===== src/rtl/input_shift_register_pkg.sv =====
// Shared definitions for the PIO receive path (ISR, RX fifo, test wrapper).
//   fifo_status_t  : fifo empty/full flags as seen by producers/consumers
//   isr_state_e    : ISR control states (IDLE, WAIT)
//   SHIFT_LEFT/SHIFT_RIGHT : shift direction encodings
//   decode_count() : turns a count field where 0 means "full width" into a bit count
package input_shift_register_pkg;

  localparam int ISR_WIDTH = 32;

  typedef struct packed {
    logic empty;
    logic full;
  } fifo_status_t;

  typedef enum logic {
    IDLE = 1'b0,
    WAIT = 1'b1
  } isr_state_e;

  localparam logic SHIFT_LEFT  = 1'b0;
  localparam logic SHIFT_RIGHT = 1'b1;

  // A zero count field cannot mean "shift nothing" (the instruction would be
  // pointless), so it is reused to encode the full register width.
  function automatic int decode_count(input int field, input int width);
    return (field == 0) ? width : field;
  endfunction

endpackage


===== src/rtl/input_shift_register_if.sv =====
// RX fifo write-side interface between the ISR and the receive fifo.
//   fifo_data : word written into the fifo (ISR drives)
//   fifo_push : one-cycle push strobe (ISR drives)
//   status    : fifo empty/full flags (fifo drives)
// master = ISR side, slave = fifo side.
interface input_shift_register_if
  import input_shift_register_pkg::*;
#(
  parameter int WIDTH = ISR_WIDTH
) ();

  logic [WIDTH-1:0] fifo_data;
  logic             fifo_push;
  fifo_status_t     status;

  modport master (
    output fifo_data,
    output fifo_push,
    input  status
  );

  modport slave (
    input  fifo_data,
    input  fifo_push,
    output status
  );

endinterface


===== src/rtl/input_shift_register_isr_shift_merge.sv =====
// Combinational shift/merge of new pin bits into a shift register word.
// Shared by the input and output shift registers.
//   isr     : current register contents
//   in_data : source bits; only in_data[n-1:0] are used
//   n       : number of bits to shift, 1..WIDTH
//   dir     : SHIFT_RIGHT (new bits enter at MSB) or SHIFT_LEFT (enter at LSB)
//   shifted : resulting word
module input_shift_register_isr_shift_merge
  import input_shift_register_pkg::*;
#(
  parameter  int WIDTH = ISR_WIDTH,
  localparam int CNT_W = $clog2(WIDTH) + 1
) (
  input  logic [WIDTH-1:0] isr,
  input  logic [WIDTH-1:0] in_data,
  input  logic [CNT_W-1:0] n,
  input  logic             dir,
  output logic [WIDTH-1:0] shifted
);

  logic [CNT_W-1:0] fill_pos;
  logic [WIDTH-1:0] keep_mask;

  // Shifts by the full width legitimately yield zero, which makes n=WIDTH
  // collapse to "replace with in_data" without a special case.
  always_comb begin
    fill_pos  = CNT_W'(WIDTH) - n;
    keep_mask = ~({WIDTH{1'b1}} << n);
    shifted   = isr;
    case (dir)
      SHIFT_RIGHT: shifted = (isr >> n) | (in_data << fill_pos);
      SHIFT_LEFT:  shifted = (isr << n) | (in_data & keep_mask);
    endcase
  end

endmodule


===== src/rtl/input_shift_register.sv =====
// Per-FSM input shift register (ISR). Shifts GPIO samples in on IN
// instructions and pushes full words into the RX fifo, either by an explicit
// PUSH or by autopush once the shift count reaches the threshold. While a
// push is waiting for fifo space the FSM is stalled.
// Ports:
//   clk, rst                   : clock (rising edge), async active-low reset
//   in_data                    : pin sample bus
//   shift_en/shift_count/shiftdir : IN instruction (count 0 = WIDTH)
//   autopush/push_thresh       : autopush enable and threshold (0 = WIDTH)
//   push_req/push_block        : PUSH instruction and its blocking flag
//   mov/mov_in/mov_out         : MOV into/out of the ISR
//   isr, input_shift_counter   : current contents and bit count
//   stall                      : FSM must hold its PC
//   fifo                       : RX fifo write side (master modport)
// Build option: define ISR_MOV_EN to enable MOV loads (mov=01) and mov_out.
module input_shift_register
  import input_shift_register_pkg::*;
#(
  parameter  int WIDTH   = ISR_WIDTH,
  localparam int CNT_W   = $clog2(WIDTH) + 1,
  localparam int FIELD_W = $clog2(WIDTH)
) (
  input  logic                clk,
  input  logic                rst,
  input  logic [WIDTH-1:0]    in_data,
  input  logic                shift_en,
  input  logic [FIELD_W-1:0]  shift_count,
  input  logic                shiftdir,
  input  logic                autopush,
  input  logic [FIELD_W-1:0]  push_thresh,
  input  logic                push_req,
  input  logic                push_block,
  input  logic [WIDTH-1:0]    mov_in,
  input  logic [1:0]          mov,
  output logic [WIDTH-1:0]    mov_out,
  output logic [WIDTH-1:0]    isr,
  output logic                stall,
  output logic [CNT_W-1:0]    input_shift_counter,
  input_shift_register_if.master fifo
);

  isr_state_e       state_q, state_d;
  logic [WIDTH-1:0] isr_q, isr_d;
  logic [WIDTH-1:0] data_q, data_d;
  logic             push_q, push_d;
  logic [CNT_W-1:0] cnt_q, cnt_d;
  logic [CNT_W-1:0] shift_n, thresh_n, cnt_sat;
  logic [CNT_W:0]   cnt_sum;
  logic [WIDTH-1:0] shifted;
  logic             fifo_full;
  logic             mov_load;
  logic             unused_status;

  assign fifo_full     = fifo.status.full;
  assign unused_status = fifo.status.empty;

`ifdef ISR_MOV_EN
  assign mov_load = (mov == 2'b01);
  assign mov_out  = isr_q;
`else
  logic unused_mov;
  assign mov_load   = 1'b0;
  assign mov_out    = '0;
  assign unused_mov = ^{mov, mov_in};
`endif

  assign shift_n  = CNT_W'(decode_count(int'(shift_count), WIDTH));
  assign thresh_n = CNT_W'(decode_count(int'(push_thresh), WIDTH));

  input_shift_register_isr_shift_merge #(.WIDTH(WIDTH)) u_merge (
    .isr     (isr_q),
    .in_data (in_data),
    .n       (shift_n),
    .dir     (shiftdir),
    .shifted (shifted)
  );

  // The counter saturates at WIDTH so that autopush with a threshold below
  // the current count still fires, and so it never wraps when autopush is off.
  always_comb begin
    cnt_sum = {1'b0, cnt_q} + {1'b0, shift_n};
    cnt_sat = (cnt_sum > (CNT_W + 1)'(WIDTH)) ? CNT_W'(WIDTH) : cnt_sum[CNT_W-1:0];
  end

  // Next-state logic. In IDLE only the highest-priority request is honoured
  // (push, then mov, then shift). A push that cannot complete because the
  // fifo is full parks in WAIT holding the word, and leaves on the first
  // cycle the fifo has room, pushing that held word.
  always_comb begin
    state_d = state_q;
    isr_d   = isr_q;
    cnt_d   = cnt_q;
    data_d  = data_q;
    push_d  = 1'b0;

    case (state_q)
      IDLE: begin
        if (push_req) begin
          if (!fifo_full) begin
            data_d = isr_q;
            push_d = 1'b1;
            isr_d  = '0;
            cnt_d  = '0;
          end else if (push_block) begin
            state_d = WAIT;
          end else begin
            isr_d = '0;
            cnt_d = '0;
          end
        end else if (mov_load) begin
          isr_d = mov_in;
          cnt_d = '0;
        end else if (shift_en) begin
          if (autopush && (cnt_sat >= thresh_n)) begin
            if (!fifo_full) begin
              data_d = shifted;
              push_d = 1'b1;
              isr_d  = '0;
              cnt_d  = '0;
            end else begin
              isr_d   = shifted;
              cnt_d   = cnt_sat;
              state_d = WAIT;
            end
          end else begin
            isr_d = shifted;
            cnt_d = cnt_sat;
          end
        end
      end
      WAIT: begin
        if (!fifo_full) begin
          data_d  = isr_q;
          push_d  = 1'b1;
          isr_d   = '0;
          cnt_d   = '0;
          state_d = IDLE;
        end
      end
      default: state_d = IDLE;
    endcase
  end

  // State and output registers; reset drops any pending push.
  always_ff @(posedge clk or negedge rst) begin
    if (!rst) begin
      state_q <= IDLE;
      isr_q   <= '0;
      cnt_q   <= '0;
      data_q  <= '0;
      push_q  <= 1'b0;
    end else begin
      state_q <= state_d;
      isr_q   <= isr_d;
      cnt_q   <= cnt_d;
      data_q  <= data_d;
      push_q  <= push_d;
    end
  end

  assign isr                 = isr_q;
  assign input_shift_counter = cnt_q;
  assign stall               = (state_q == WAIT);
  assign fifo.fifo_data      = data_q;
  assign fifo.fifo_push      = push_q;

endmodule


===== src/flat_wrapper.sv =====
// flat-port wrapper written by rule: the top's interface ports become plain ports
module input_shift_register_flat import input_shift_register_pkg::*;
#(
  parameter  int WIDTH   = ISR_WIDTH,
  localparam int CNT_W   = $clog2(WIDTH) + 1,
  localparam int FIELD_W = $clog2(WIDTH)
)
  (clk, rst, in_data, shift_en, shift_count, shiftdir, autopush, push_thresh, push_req, push_block, mov_in, mov, mov_out, isr, stall, input_shift_counter, fifo_fifo_data, fifo_fifo_push, fifo_status);
  input_shift_register_if #(.WIDTH(WIDTH)) fifo_i ();
  input  logic clk;
  input  logic rst;
  input  logic [WIDTH-1:0] in_data;
  input  logic shift_en;
  input  logic [FIELD_W-1:0] shift_count;
  input  logic shiftdir;
  input  logic autopush;
  input  logic [FIELD_W-1:0] push_thresh;
  input  logic push_req;
  input  logic push_block;
  input  logic [WIDTH-1:0] mov_in;
  input  logic [1:0] mov;
  output logic [WIDTH-1:0] mov_out;
  output logic [WIDTH-1:0] isr;
  output logic stall;
  output logic [CNT_W-1:0] input_shift_counter;
  output wire logic [$bits(fifo_i.fifo_data)-1:0] fifo_fifo_data;
  output wire logic [$bits(fifo_i.fifo_push)-1:0] fifo_fifo_push;
  input wire logic [$bits(fifo_i.status)-1:0] fifo_status;
  assign fifo_fifo_data = fifo_i.fifo_data;
  assign fifo_fifo_push = fifo_i.fifo_push;
  assign fifo_i.status = fifo_status;
  input_shift_register #(.WIDTH(WIDTH)) u_core (.clk(clk), .rst(rst), .in_data(in_data), .shift_en(shift_en), .shift_count(shift_count), .shiftdir(shiftdir), .autopush(autopush), .push_thresh(push_thresh), .push_req(push_req), .push_block(push_block), .mov_in(mov_in), .mov(mov), .mov_out(mov_out), .isr(isr), .stall(stall), .input_shift_counter(input_shift_counter), .fifo(fifo_i));
endmodule

===== config.mk =====
export PLATFORM = sky130hd
export DESIGN_NAME = input_shift_register_flat
export DESIGN_NICKNAME = d
export VERILOG_FILES = /design/src/rtl/input_shift_register_pkg.sv /design/src/rtl/input_shift_register_if.sv /design/src/rtl/input_shift_register_isr_shift_merge.sv /design/src/rtl/input_shift_register.sv /design/src/flat_wrapper.sv
export SDC_FILE = /design/constraint.sdc
export NUM_CORES = 1
export LEC_CHECK = 0
export BUFFER_PORTS_ARGS = -buffer_cell sky130_fd_sc_hd__buf_2
export CORE_MARGIN = 1.5
export CORE_UTILIZATION = 48
export DETAILED_ROUTE_END_ITERATION = 12
export PLACE_DENSITY = 0.71
export SLEW_MARGIN = 30
export SYNTH_ARGS = -nofsm -noshare
export SYNTH_HDL_FRONTEND = slang
export SYNTH_HIERARCHICAL = 1
export SYNTH_SLANG_ARGS = --single-unit

===== constraint.sdc =====
create_clock -name clk -period 5.7 [get_ports clk]
set_input_delay 0.285 -clock clk [delete_from_list [all_inputs] [get_ports clk]]
set_output_delay 0.285 -clock clk [all_outputs]
set_load 0.02 [all_outputs]

# [Word-level counts from Yosys, hierarchy flattened]
# Index checks and enable logic that the tools add are counted.
[op_classes] n_bitwise=6 shifts=4 n_lt_le_gt_ge=2 n_eq_ne=5 addsub=2 reduce_logical=5 n_mux=38
[op_table] operator="two-way mux 32 bit" count=12
[op_table] operator="one-hot mux 32 bit (2 select lines)" count=3
[op_table] operator="OR 32 bit" count=2
[op_table] operator="left shift 32 x 6 -> 32 bit" count=2
[op_table] operator="two-way mux 6 bit" count=10
[op_table] operator="bitwise AND 32 bit" count=1
[op_table] operator="NOT 32 bit" count=1
[op_table] operator="left shift 32 x 6 -> 32 bit (first input constant)" count=1
[op_table] operator="right shift 32 x 6 -> 32 bit" count=1
[op_table] operator="one-hot mux 6 bit (2 select lines)" count=1
[op_table] operator="zero test 5 bit" count=2
[op_table] operator="two-way mux 1 bit" count=10
[op_table] operator="adder 6 x 6 -> 7 bit" count=1
[op_table] operator="greater-than comparator 7 x 6 -> 1 bit (second input constant)" count=1
[op_table] operator="greater-or-equal comparator 6 bit" count=1
[op_table] operator="!= test 3 bit (second input constant)" count=2
[op_table] operator="AND reduction 3 bit" count=2
[op_table] operator="subtractor 6 bit (first input constant)" count=1
[op_table] operator="!= test 4 bit (second input constant)" count=1
[op_table] operator="one-hot mux 1 bit (2 select lines)" count=2
[op_table] operator="!= test 3 x 2 -> 1 bit (second input constant)" count=1
[op_table] operator="!= test 2 bit (second input constant)" count=1
[op_table] operator="NOT 1 bit" count=2
[op_table] operator="logical AND 1 bit" count=1
[totals] out_inout_bits=104 word_cells=67 inputBits=85 ff_bits=72

# [Logic depth before layout (Yosys ltp)]
# Gate-level depths: netlist of run 1.
[logic_depth] ltp_word=12 depth_mapped=17 mapped_depth_nobuf=14

# [Cells and area by module]
# The synthesis of run 1 kept the hierarchy.
[modules_own_cells] mod="input_shift_register_isr_shift_merge" area_each_um2=6022.0 seq_area_each_um2=0.0 cells_each=747 n_inst=1
[modules_own_cells] mod="input_shift_register" area_each_um2=3701.0 seq_area_each_um2=1801.7 cells_each=311 n_inst=1

# [Worst setup path after synthesis of run 1]
# OpenSTA, ideal clock, no wires.
[synth_path] kind="input -> register" startpoint="input shift_count[0]" endpoint="register u_core.data_q[31] (netlist: u_core/fifo.fifo_data[31])" arrival_ps=3425 path_slack_ps=2152 setup_ps=123 path_buffers=8 cell_stages=15 required_ps=5577 cell_sequence="clkbuf_1 > buf_6 > buf_12 > inv_1 > buf_4 > buf_1 > ha_1 > ha_1 > buf_2 > buf_1 > clkbuf_1 > mux2i_1 > a221oi_1 > nor2_1 > o221a_1"
[synth_via] elab_chain_cells=12 word_cells_on_any_way=24 cone_classes="add/sub: 2; order compare: 2; eq/ne: 1; shift: 4; mux: 8; bitwise: 4; reduce/logical: 3"
[synth_lines] element="from (decl)" line="flat_wrapper.sv:14" source="input logic [FIELD_W-1:0] shift_count;"
[synth_lines] element="zero test 5 bit" line="input_shift_register_pkg.sv:26" source="return (field == 0) ? width : field;"
[synth_lines] element="two-way mux 6 bit (*)" line="input_shift_register_pkg.sv:26"
[synth_lines] element="branches (longest 4 deep; another with subtractor 6 bit)"
[synth_lines] element="one-hot mux 32 bit (2 select lines) (*)" line="input_shift_register_isr_shift_merge.sv:30" source="case (dir)"
[synth_lines] element="via u_core.shifted[31]" line="input_shift_register.sv:49" source="logic [WIDTH-1:0] shifted;"
[synth_lines] element="two-way mux 32 bit (*)" line="input_shift_register.sv:115" source="if (!fifo_full) begin"
[synth_lines] element="two-way mux 32 bit (*)" line="input_shift_register.sv:114" source="if (autopush && (cnt_sat >= thresh_n)) begin"
[synth_lines] element="two-way mux 32 bit (*)" line="input_shift_register.sv:113" source="end else if (shift_en) begin"
[synth_lines] element="two-way mux 32 bit (*)" line="input_shift_register.sv:98" source="if (push_req) begin"
[synth_lines] element="one-hot mux 32 bit (2 select lines) (*)" line="input_shift_register.sv:96" source="case (state_q)"
[synth_lines] element="to (signal assigned)" line="input_shift_register.sv:156" source="data_q <= data_d;"
[synth_lines] element="to (decl)" line="input_shift_register.sv:44" source="logic [WIDTH-1:0] data_q, data_d;"
# Mark *: on every way through the listed nets, which the timed path passes. The select of a mux whose other input is x is not followed.
# A chain may end at the register's enable or synchronous reset.

# [Worst setup path after layout of run 1]
[layout_path] startpoint="input shift_count[2]" endpoint="register u_core.data_q[19] (netlist: u_core/fifo.fifo_data[19])"
# Same word-level chain as after synthesis.

==> Flow_metrics.wiki, run 1 <==
{| class="wikitable"
! Metric !! Value
|-
| Result of the run || finished, violations left
|-
| Failing checks || hold timing
|-
| Peak clock frequency supported by timing || 260 MHz
|-
| Proportion of total power due to net switching || 0.433
|-
| Sequential cell fraction of total power || 0.263
|-
| Proportion of layout cells with a drive suffix above 1 || 0.264
|-
| Starting DRT DRC Count || 1,642
|-
| Worst hold slack after final layout || -0.0480 ns
|-
| Utilization of the core after routing || 0.532
|-
| Die extent in x || 145 µm
|-
| Final TNS setup || 0 ns
|-
| Clock sink count || 72
|-
| Core Rows || 51
|-
| Critical path endpoint category || flop
|-
| Total of endpoints with negative setup slack in the final report || 0
|-
| Part of the power in the clock network || 0.225
|-
| RSZ-0062 raised after global routing || false
|-
| First-pass GRT wire length || 54.7 mm
|-
| Via count || 9,743
|-
| Largest net degree at the start of global routing || 73
|-
| Drt first pass iters || 6
|-
| Total leakage power || 4.42 nW
|-
| Category of the most critical setup path || input pin to flop
|-
| Peak supply drop || 0.176 mV
|-
| Diode insertion count for antenna repair || 0
|-
| Crit path largest cell delay || 0.91 ns
|-
| Number of buffer cells added on primary ports || 121
|-
| Count of unresolved DRC violations after routing || 0
|-
| Critical Path Start Type || input pin
|-
| Measured slew at the worst slew-check pin || 0.858 ns
|-
| Post-CTS Setup Bufs || 0
|-
| Number of max-cap violations || 0
|-
| Relative max-transition margin || 0.428
|-
| Post-route antenna net violation count || 0
|-
| Via count of the first global-routing pass || 9,082
|-
| Top cell type by total area after synthesis || sky130_fd_sc_hd__dfrtp_1
|-
| Last weighted congestion value of the routability-driven placer || 1.02
|-
| Summed instance area of the synthesized netlist || 0.00972 mm²
|-
| Worst Clk Skew || 0.00580 ns
|-
| Number of synthesis warnings || 6
|-
| Arrival time reported for the critical path endpoint || 4.11 ns
|-
| Resized Gates After CTS || 0
|-
| Most numerous cell on the critical path || sky130_fd_sc_hd__nor2_1
|-
| Half-perimeter wire length after placement || 26.0 mm
|-
| Number of instances in the synthesized netlist || 1,058
|-
| Number of nets in the layout || 1,207
|-
| Endpoints failing hold || 72
|-
| Final critical-path share of the clock period || 0.674
|-
| CP Max Fanout || 71
|-
| Highest-delay cell along the critical path || sky130_fd_sc_hd__ha_2
|-
| Fraction of post-synthesis cell area in the top cell type by area || 0.185
|-
| Avg Cell Area, Syn || 9.19 µm²
|-
| Critical-path cell list || buf_2, buf_4, inv_2, ha_2, mux2i_1, mux4_2, nor2_1, nor2_1, a221oi_1, o221a_1
|-
| Most used cells in the layout excluding fill and tap cells || sky130_fd_sc_hd__nor2_1, sky130_fd_sc_hd__buf_2, sky130_fd_sc_hd__mux2i_1
|-
| CP Data Required Time || 5.97 ns
|-
| Starting Density || 0.495
|-
| Cell count after placement || 1,357
|-
| Number of buffers added by the clock tree synthesis step || 9
|-
| H-Tree Level Count || 3
|-
| Async set-or-reset flop fraction in the synthesized netlist || 1.00
|-
| Total of flip-flops plus latches after synthesis || 72
|-
| Area of the die || 0.0211 mm²
|-
| Number of fill cells in the layout || 1,869
|-
| Clock-pin slew on the worst setup and hold paths || 0.06 ns
|-
| Leading cell type in the layout, fill and taps excluded || sky130_fd_sc_hd__nor2_1
|-
| Number of standard cells in the layout, taps in and fillers out || 1,374
|-
| Cell internal pwr || 1.66 mW
|-
| Number of flops mapped to enable cells by yosys || 0
|-
| Part of the Yosys area used for sequential elements || 0.185
|-
| Worst hold path class || input pin to async pin
|-
| Number of antenna violations at the first check in global routing || 0
|-
| Count of final max-slew check failures || 0
|-
| Die outline height || 145 µm
|-
| Average wire length per cell after detail routing || 26.2 µm
|-
| Top cells by area in the synthesized netlist || sky130_fd_sc_hd__dfrtp_1, sky130_fd_sc_hd__mux4_2, sky130_fd_sc_hd__mux2i_1, sky130_fd_sc_hd__mux2_2, sky130_fd_sc_hd__nor2_1
|-
| Clock network latency to the later pin of the worst-skew pair || 0.34 ns
|-
| CTS root buffer || sky130_fd_sc_hd__clkbuf_16
|-
| Switching power of the nets || 1.27 mW
|-
| Detailed Route WL || 36.0 mm
|-
| Area growth from synthesis to layout || 7.58%
|-
| Maximum clock insertion buffer count || 2
|-
| Clock period minus final worst setup slack || 3.84 ns
|-
| Global route total overflow || 0
|-
| Most used flip-flop cell after synthesis || sky130_fd_sc_hd__dfrtp_1
|-
| Number of hold buffers added after cts || 0
|-
| TritonCTS clock tree || yes
|-
| Via density per instance || 7.09
|-
| Number of distinct library cells after synthesis || 81
|-
| Number of top-level pins || 189
|-
| Combinational Power Share || 0.512
|-
| Total power per unit cell area || 280 mW/mm²
|-
| Placeable core region || 0.0197 mm²
|-
| Post-layout total power || 2.93 mW
|-
| Worst setup margin || 1.86 ns
|-
| Worst slack after detailed placement || 1.50 ns
|-
| Global routing usage summed across all routing layers || 0.333
|}
==> final cells by class <==
cell class,instances,area (µm²),share of cell area
Clock inverter,5,104,0.00993
Multi-Input combinational cell,861,7110,0.680
Inverter,17,63.8,0.00610
Clock buffer,11,243,0.0232
Sequential cell,72,1800,0.172
Timing Repair Buffer,143,805,0.0769
Tap cell,265,332,0.0317
==> cell usage after synthesis, types with 6 or more instances <==
library cell,number
sky130_fd_sc_hd__clkbuf_1,46
sky130_fd_sc_hd__buf_6,11
sky130_fd_sc_hd__ha_1,17
sky130_fd_sc_hd__o21ai_0,73
sky130_fd_sc_hd__o21a_1,7
sky130_fd_sc_hd__o32ai_1,9
sky130_fd_sc_hd__a31oi_1,9
sky130_fd_sc_hd__a221oi_1,12
sky130_fd_sc_hd__buf_2,24
sky130_fd_sc_hd__mux4_2,61
sky130_fd_sc_hd__nand3_1,8
sky130_fd_sc_hd__o31ai_1,12
sky130_fd_sc_hd__or2_2,7
sky130_fd_sc_hd__buf_12,6
sky130_fd_sc_hd__mux4_1,9
sky130_fd_sc_hd__buf_4,40
sky130_fd_sc_hd__o221a_1,32
sky130_fd_sc_hd__inv_1,14
sky130_fd_sc_hd__nor2_1,122
sky130_fd_sc_hd__mux2_2,46
sky130_fd_sc_hd__o21bai_1,8
sky130_fd_sc_hd__a211oi_1,9
sky130_fd_sc_hd__a21oi_1,54
sky130_fd_sc_hd__nor2b_1,7
sky130_fd_sc_hd__a22o_1,35
sky130_fd_sc_hd__buf_1,12
sky130_fd_sc_hd__nand2b_1,6
sky130_fd_sc_hd__or3_1,35
sky130_fd_sc_hd__nor3_1,13
sky130_fd_sc_hd__mux2i_1,82
sky130_fd_sc_hd__dfrtp_1,72
sky130_fd_sc_hd__nand2_1,59
==> per-stage QoR <==
step,cell area [µm²],hold WS (ns)
global route,10500,0.00328
CTS,10400,0.104
detailed placement,10100,0.466
global placement,10100,0.463
finish,10500,-0.0480
floorplan,9840,-0.0106
==> layer usage <==
layer	routed length, µm	GRT usage	up-vias
met1	13700	0.446	4693
li1	-	-	4180
met2	16100	0.504	731
met4	2150	0.182	0
met3	3950	0.0676	139
met5	0	0	-
==> sequential cells by signal, indices dropped and copies added (netlist names) <==
register	cells
u_core/stall	1
u_core/fifo.fifo_push	1
u_core/input_shift_counter	6
u_core/fifo.fifo_data	32
u_core/isr	32
==> power by group through the flow <==
stage	Combinational (mW)	Sequential, mW	Clock [mW]
finish	1.50	0.772	0.659
global route	1.59	0.789	0.687
CTS	1.46	0.767	0.664
detailed placement	1.45	0.772	0
global placement	1.43	0.769	0
floorplan	0.939	0.866	0
==> worst paths after layout <==
kind / start / end / slack (ns) / depth (start not counted)
setup / recovery: shift_count[2] / u_core/fifo.fifo_data[19]$_DFFE_PN0P_ / 1.86 / 10
hold / removal: rst / u_core/fifo.fifo_data[2]$_DFFE_PN0P_ / -0.05 / 1
setup reg to reg: u_core/input_shift_counter[0]$_DFFE_PN0P_ / u_core/fifo.fifo_data[23]$_DFFE_PN0P_ / 2.04 / 14
hold reg to reg: u_core/input_shift_counter[2]$_DFFE_PN0P_ / u_core/input_shift_counter[2]$_DFFE_PN0P_ / 0.52 / 2
max in group asynchronous: rst / u_core/fifo.fifo_data[9]$_DFFE_PN0P_ / 5.30 / 1
min in group clk: autopush / u_core/stall$_DFF_PN0_ / 0.24 / 3
==> worst max-delay path, delay by kind of cell <==
family	cells	cell delay, ns
compound gates	2	0.99
simple gates	2	0.25
fa+ha+maj	1	0.91
buf+inv	3	0.80
mux	2	0.84
==> logic make-up (layout without fill, tap and decap cells) <==
logic type | Yosys count | count (layout) | synth area share
AOI/OAI and AO/OA | 330 | 330 | 0.251
and+or+nand+nor | 280 | 280 | 0.136
muxes | 198 | 198 | 0.303
buffers and inverters | 156 | 176 | 0.0973
DFF | 72 | 72 | 0.185
adders and majority gates | 18 | 18 | 0.0239
xor gates and xnor gates | 3 | 3 | 0.00270
other | 1 | 32 | 0.000386
Power figures use the tool's default switching activity.
==> inputs of run 2 (changes only) <==
PLACE_DENSITY = 0.74   (was 0.71)
clock period = 3.5 ns   (was 5.7 ns; I/O delays follow)
==> run 2 against run 1 <==
Effect of this change:
- die area did not move
- final cell count is 3.7% higher
- clock-buffer cell count down 2
- sequential cell count is the same
- total power grew 66%
- sequential share of layout area fell by 0.79 points
- clock power increased by 44%
- the run now ends clean
- first-iteration DRC count shrank 7.8%
- final area grew 4.8%
==> Flow_metrics.wiki, run 2 (same netlist as run 1, synthesis figures left out) <==
{| class="wikitable"
! Metric !! Value
|-
| Hold path startpoint || autopush
|-
| Die extent in x || 145 µm (unchanged)
|-
| Critical path endpoint category || flop
|-
| Core Rows || 51 (unchanged)
|-
| Final critical-path share of the clock period || 0.976
|-
| Count of final max-slew check failures || 0 (unchanged)
|-
| Area growth from synthesis to layout || 12.8%
|-
| Number of buffer cells added on primary ports || 121 (unchanged)
|-
| Worst r2r path cells || 14 (unchanged)
|-
| Most used cells in the layout excluding fill and tap cells || sky130_fd_sc_hd__nor2_1, sky130_fd_sc_hd__buf_2, sky130_fd_sc_hd__mux2i_1
|-
| Critical Path Start Type || flop
|-
| Relative max-transition margin || 0.368 (-0.0597)
|-
| Post-route antenna net violation count || 0 (unchanged)
|-
| Placeable core region || 0.0197 mm² (unchanged)
|-
| Starting DRT DRC Count || 1,514 (-7.8%)
|-
| Number of buffers added by the clock tree synthesis step || 9 (unchanged)
|-
| Via count || 9,999 (+2.6%)
|-
| Number of antenna violations at the first check in global routing || 0 (unchanged)
|-
| TritonCTS clock tree || yes
|-
| CTS root buffer || sky130_fd_sc_hd__clkbuf_16
|-
| Area of the die || 0.0211 mm² (unchanged)
|-
| Clock sink count || 72 (unchanged)
|-
| Die outline height || 145 µm (unchanged)
|-
| Peak clock frequency supported by timing || 293 MHz
|-
| Proportion of layout cells with a drive suffix above 1 || 0.302 (+0.0375)
|-
| Endpoints failing hold || 0 (-100%)
|-
| Drt first pass iters || 5 (-1)
|-
| Number of top-level pins || 189 (unchanged)
|-
| Arrival time reported for the critical path endpoint || 3.64 ns (-0.47 ns)
|-
| Half-perimeter wire length after placement || 27.3 mm (+5.0%)
|-
| Worst Clk Skew || 0.0123 ns (+0.00653 ns)
|-
| Critical R2R Capture || u_core/fifo.fifo_data[15]$_DFFE_PN0P_
|-
| Final TNS setup || 0 ns (unchanged)
|-
| Worst hold path class || input pin to flop
|-
| CP Data Required Time || 3.73 ns (-2.24 ns)
|-
| Diode insertion count for antenna repair || 0 (unchanged)
|-
| WHS Endpoint || u_core/stall$_DFF_PN0_
|-
| First-pass GRT wire length || 56.4 mm (+3.0%)
|-
| Maximum clock insertion buffer count || 2 (unchanged)
|-
| Number of max-cap violations || 0 (unchanged)
|-
| Measured slew at the worst slew-check pin || 0.945 ns (+0.0860 ns)
|-
| Utilization of the core after routing || 0.558 (+0.0257)
|-
| Startpoint of the lowest-slack register-to-register path || u_core/input_shift_counter[1]$_DFFE_PN0P_
|-
| H-Tree Level Count || 3 (unchanged)
|-
| Average wire length per cell after detail routing || 26.5 µm (+1.3%)
|-
| Result of the run || complete, no violations
|-
| Category of the most critical setup path || flop to flop
|-
| Total power per unit cell area || 444 mW/mm² (+59%)
|-
| Worst hold slack after final layout || 0.114 ns (+0.162 ns)
|-
| CP Max Fanout || 17 (-76%)
|-
| Clock period minus final worst setup slack || 3.42 ns
|-
| Total leakage power || 4.69 nW (+6.0%)
|-
| Count of unresolved DRC violations after routing || 0 (unchanged)
|-
| Detailed Route WL || 37.8 mm (+5.1%)
|-
| Global routing usage summed across all routing layers || 0.345 (+0.0124)
|-
| Peak supply drop || 0.362 mV (+110%)
|-
| Clock-pin slew on the worst setup and hold paths || 0.07 ns (about the same)
|-
| Global route total overflow || 0 (unchanged)
|-
| Largest net degree at the start of global routing || 81 (+11%)
|-
| Number of nets in the layout || 1,258 (+4.2%)
|-
| Leading cell type in the layout, fill and taps excluded || sky130_fd_sc_hd__nor2_1
|-
| Hold depth || 3
|-
| Total of endpoints with negative setup slack in the final report || 0 (unchanged)
|-
| R2R setup slack || 0.08 ns (-1.96 ns)
|-
| Via count of the first global-routing pass || 9,154 (+0.79%)
|-
| Clock network latency to the later pin of the worst-skew pair || 0.35 ns (about the same)
|-
| Post-layout total power || 4.87 mW (+66%)
|-
| Starting Density || 0.495 (unchanged)
|-
| Last weighted congestion value of the routability-driven placer || 1.01 (-1.5%)
|-
| Via density per instance || 7.02 (-1.0%)
|}
==> run 2: where the power goes <==
part | total, mW | internal [mW] | switching [mW]
sequential | 1.25 | 1.01 | 0.242
clock | 0.952 | 0.564 | 0.388
combinational | 2.67 | 1.11 | 1.55
==> run 2: worst max-delay path, cell delays in order (launching register included) <==
cell                        delay, ns
sky130_fd_sc_hd__dfrtp_1         0.44
sky130_fd_sc_hd__ha_1            0.33
sky130_fd_sc_hd__a21oi_2         0.19
sky130_fd_sc_hd__a2bb2oi_2       0.19
sky130_fd_sc_hd__mux2_2          0.36
sky130_fd_sc_hd__and2b_1         0.18
sky130_fd_sc_hd__inv_2           0.09
sky130_fd_sc_hd__nor2_1          0.05
sky130_fd_sc_hd__ha_1            0.31
sky130_fd_sc_hd__a21oi_1         0.17
sky130_fd_sc_hd__o21ai_2         0.10
sky130_fd_sc_hd__a22oi_4         0.29
sky130_fd_sc_hd__o22ai_4         0.13
sky130_fd_sc_hd__buf_12          0.18
sky130_fd_sc_hd__o221a_1         0.26
==> run 2: cell type report <==
cell class	count	area, µm²
inverters	17	63.8
clock inverters	7	82.6
fillers	1806	8690
clock buffers	9	225
flip-flops and latches	72	1800
repair buffers	193	1290
multi-input cells	862	7170
well taps	265	332
==> run 2: timing repair <==
| action | CTS | global route |
|---|---|---|
| endpoints found under the setup margin | 33 | 66 |
| pin swaps | 1 | 4 |
| gates cloned | 1 | 1 |
| resized for setup | 1 | 10 |
| hold buffers | 0 | 1 |
| buffers inserted | 0 | 2 |
| hold endpoints to repair | 0 | 16 |
==> run 2: how the worst max path moves through the flow <==
| stage | startpoint | to | cells past startpoint |
|---|---|---|---|
| final | u_core/input_shift_counter[1]$_DFFE_PN0P_ | u_core/fifo.fifo_data[15]$_DFFE_PN0P_ | 14 |
| after global routing | u_core/input_shift_counter[1]$_DFFE_PN0P_ | u_core/fifo.fifo_data[12]$_DFFE_PN0P_ | 15 |
| after CTS | u_core/input_shift_counter[3]$_DFFE_PN0P_ | u_core/fifo.fifo_data[15]$_DFFE_PN0P_ | 13 |
| after detailed placement | shift_count[1] | u_core/fifo.fifo_data[11]$_DFFE_PN0P_ | 15 |
| after global placement | shift_count[1] | u_core/fifo.fifo_data[27]$_DFFE_PN0P_ | 15 |
| after floorplan | shift_count[0] | u_core/fifo.fifo_data[31]$_DFFE_PN0P_ | 15 |
==> run 2: metrics by stage <==
step / instances / instance area (µm²) / setup WS (ns)
final: 1425 / 11000 / 0.0849
after global placement: 1404 / 10500 / -0.222
after floorplan: 1089 / 9840 / 0.0617
after detailed placement: 1404 / 10500 / -0.301
after CTS: 1421 / 10800 / 0.00904
after global routing: 1425 / 11000 / -0.0887
==> run 2: routing by layer <==
metal	part of all wire	GRT usage	wire, µm
met1	0.39	0.475	14600
met2	0.46	0.530	17300
met3	0.10	0.0610	3930
met4	0.051	0.159	1930
met5	0	0	0
==> inputs of run 3 (changes only) <==
PLACE_DENSITY = default   (was 0.74)
PLACE_DENSITY_LB_ADDON = 0.1   (was default)
==> run 3 against run 2 <==
Effect of this change:
- routed wire length rose by 4.4%
- fmax is 0.84% higher
- critical path depth unchanged
- combinational power about the same
- non-clock buffer count is 1 higher
- via count down 0.40%
- utilization rose by 0.26 points
- total power up 3.2%
- register-to-register slack gained 0.03 ns
- final cell count unchanged
- largest power group unchanged
- sequential cell count did not move
- highest routed layer unchanged
- clock skew fell by 0.0053 ns
==> Flow_metrics.wiki, run 3 (same netlist as run 1, synthesis figures left out) <==
{| class="wikitable"
! Metric !! Value
|-
| Result of the run || complete, no violations
|-
| Most numerous cell on the critical path || sky130_fd_sc_hd__nand2_1
|-
| Cell count after placement || 1,403 (-0.071%)
|-
| Count of final max-slew check failures || 0 (unchanged)
|-
| Endpoints failing hold || 0 (unchanged)
|-
| Peak clock frequency supported by timing || 295 MHz (+0.84%)
|-
| Critical Path Start Type || flop
|-
| Relative max-transition margin || 0.414 (+0.0462)
|-
| Total power per unit cell area || 456 mW/mm² (+2.7%)
|-
| Average wire length per cell after detail routing || 27.7 µm (+4.4%)
|-
| Number of buffers added by the clock tree synthesis step || 9 (unchanged)
|-
| Final critical-path share of the clock period || 0.968 (-0.00811)
|-
| Total leakage power || 4.71 nW (+0.41%)
|-
| Cell family with most CP delay || compound AO/OA/AOI/OAI gates
|-
| Number of standard cells in the layout, taps in and fillers out || 1,425 (unchanged)
|-
| Half-perimeter wire length after placement || 28.8 mm (+5.4%)
|-
| Area occupied by registers || 0.00180 mm² (about the same)
|-
| Worst hold slack after final layout || 0.107 ns (-0.00688 ns)
|-
| Final TNS setup || 0 ns (unchanged)
|-
| Total of endpoints with negative setup slack in the final report || 0 (unchanged)
|-
| CP Data Required Time || 3.73 ns (about the same)
|-
| Clock sink count || 72 (unchanged)
|-
| Worst hold path class || input pin to flop
|-
| TritonCTS clock tree || yes
|-
| Bufs and invs on worst path || 2 (unchanged)
|-
| Die outline height || 145 µm (unchanged)
|-
| Maximum clock insertion buffer count || 2 (unchanged)
|-
| Largest net degree at the start of global routing || 73 (-9.9%)
|-
| Highest-delay cell along the critical path || sky130_fd_sc_hd__dfrtp_2
|-
| Global routing usage summed across all routing layers || 0.355 (+0.0101)
|-
| Via count of the first global-routing pass || 8,956 (-2.2%)
|-
| Clock-pin slew on the worst setup and hold paths || 0.06 ns (about the same)
|-
| First-pass GRT wire length || 57.1 mm (+1.3%)
|-
| Drt first pass iters || 5 (unchanged)
|-
| Count of unresolved DRC violations after routing || 0 (unchanged)
|-
| Crit path largest cell delay || 0.43 ns (about the same)
|-
| Number of buffer cells added on primary ports || 121 (unchanged)
|-
| Arrival time reported for the critical path endpoint || 3.62 ns (-0.02 ns)
|-
| Critical path endpoint category || flop
|-
| Peak supply drop || 0.278 mV (-23%)
|-
| H-Tree Level Count || 3 (unchanged)
|-
| Post-route antenna net violation count || 0 (unchanged)
|-
| Post-layout total power || 5.03 mW (+3.2%)
|-
| Proportion of layout cells with a drive suffix above 1 || 0.305 (+0.00345)
|-
| Measured slew at the worst slew-check pin || 0.879 ns (-0.0657 ns)
|-
| CTS root buffer || sky130_fd_sc_hd__clkbuf_16
|-
| Number of max-cap violations || 0 (unchanged)
|-
| Most used cells in the layout excluding fill and tap cells || sky130_fd_sc_hd__nor2_1, sky130_fd_sc_hd__buf_2, sky130_fd_sc_hd__mux2i_1
|-
| Utilization of the core after routing || 0.561 (+0.00261)
|-
| Diode insertion count for antenna repair || 0 (unchanged)
|-
| Worst Clk Skew || 0.00703 ns (-0.00529 ns)
|-
| Via density per instance || 6.99 (-0.40%)
|-
| Critical-path cell list || buf_4, fa_2, nand3_2, nand2_1, a211o_1, a41oi_2, nor2_1, ha_1, nand2_1, o21ai_2, a41o_1, nand3_4, clkbuf_16, o221a_1
|-
| Global route total overflow || 0 (unchanged)
|-
| Area of the die || 0.0211 mm² (unchanged)
|-
| Last weighted congestion value of the routability-driven placer || 0.993 (-1.4%)
|-
| Starting Density || 0.495 (unchanged)
|-
| Clock network latency to the later pin of the worst-skew pair || 0.35 ns (about the same)
|-
| Area of the multi-input gates || 0.00720 mm² (+0.35%)
|-
| Clock period minus final worst setup slack || 3.39 ns (-0.0284 ns)
|-
| Starting DRT DRC Count || 1,185 (-22%)
|-
| Number of fill cells in the layout || 1,836 (+1.7%)
|-
| Number of antenna violations at the first check in global routing || 0 (unchanged)
|-
| Die extent in x || 145 µm (unchanged)
|-
| Via count || 9,959 (-0.40%)
|-
| Area growth from synthesis to layout || 13.3%
|-
| Placeable core region || 0.0197 mm² (unchanged)
|-
| Leading cell type in the layout, fill and taps excluded || sky130_fd_sc_hd__nor2_1
|-
| Number of nets in the layout || 1,258 (unchanged)
|-
| Category of the most critical setup path || flop to flop
|-
| Number of top-level pins || 189 (unchanged)
|-
| CP Max Fanout || 8 (-9)
|-
| Detailed Route WL || 39.4 mm (+4.4%)
|-
| Core Rows || 51 (unchanged)
|}
run 3: changes by cell type in the layout (fill, tap and decap cells not counted), sizes merged:
cell,before,now
o22ai,7,6
clkinv,1,2
clkinvlp,2,1
bufinv,1,3
clkbuf,10,11
inv,20,18
run 3: timing repair:
item                                   in CTS  in global routing
endpoints found under the hold margin      40                  0
buffers inserted                            0                  2
setup endpoints to repair                  25                 64
pin swaps                                   0                  6
cloned                                      0                  3
gates resized for setup                     1                 15
hold buffers                                1                  0
run 3: area by class of cell:
class	count	share of cell area
clock buffer	9	0.0204
clock inverter	7	0.0115
inverter	17	0.00579
multi-input combinational	861	0.653
sequential	72	0.164
tap	265	0.0301
timing repair buffer	194	0.115
run 3: report_power, final:
part | switching, mW | internal (mW) | leakage (nW)
Combinational | 1.56 | 1.11 | 3.62
Sequential | 0.241 | 1.01 | 0.916
Clock | 0.395 | 0.705 | 0.168
run 3: tightest hold or removal path, cell delays in order:
cell and delay (ns):
sky130_fd_sc_hd__buf_2 0.10, sky130_fd_sc_hd__nand4b_1 0.07, sky130_fd_sc_hd__a21oi_1 0.06
run 3: worst paths after layout:
path | startpoint | endpoint | slack [ns] | cells after the start
setup / recovery | u_core/input_shift_counter[1]$_DFFE_PN0P_ | u_core/fifo.fifo_data[26]$_DFFE_PN0P_ | 0.11 | 14
hold / removal | autopush | u_core/stall$_DFF_PN0_ | 0.11 | 3
setup reg to reg | u_core/input_shift_counter[1]$_DFFE_PN0P_ | u_core/fifo.fifo_data[26]$_DFFE_PN0P_ | 0.11 | 14
hold reg to reg | u_core/input_shift_counter[1]$_DFFE_PN0P_ | u_core/input_shift_counter[1]$_DFFE_PN0P_ | 0.54 | 2
max in group asynchronous | rst | u_core/input_shift_counter[1]$_DFFE_PN0P_ | 2.59 | 2
min in group asynchronous | rst | u_core/fifo.fifo_push$_DFF_PN0_ | 0.40 | 2
run 3: metal layers:
layer	vias to the layer above	routed length, µm	track usage
met5	-	0	0
li1	4265	-	-
met3	101	3660	0.0597
met1	4951	16000	0.490
met4	0	1690	0.138
met2	642	18100	0.556
run 3: metrics by stage:
stage,cell area (µm²),worst slack [ns]
6_report,11000,0.113
5_1_grt,11000,-0.0142
4_1_cts,10800,0.0617
3_5_place_dp,10500,-0.126
3_3_place_gp,10500,-0.0534
2_1_floorplan,9840,0.0617
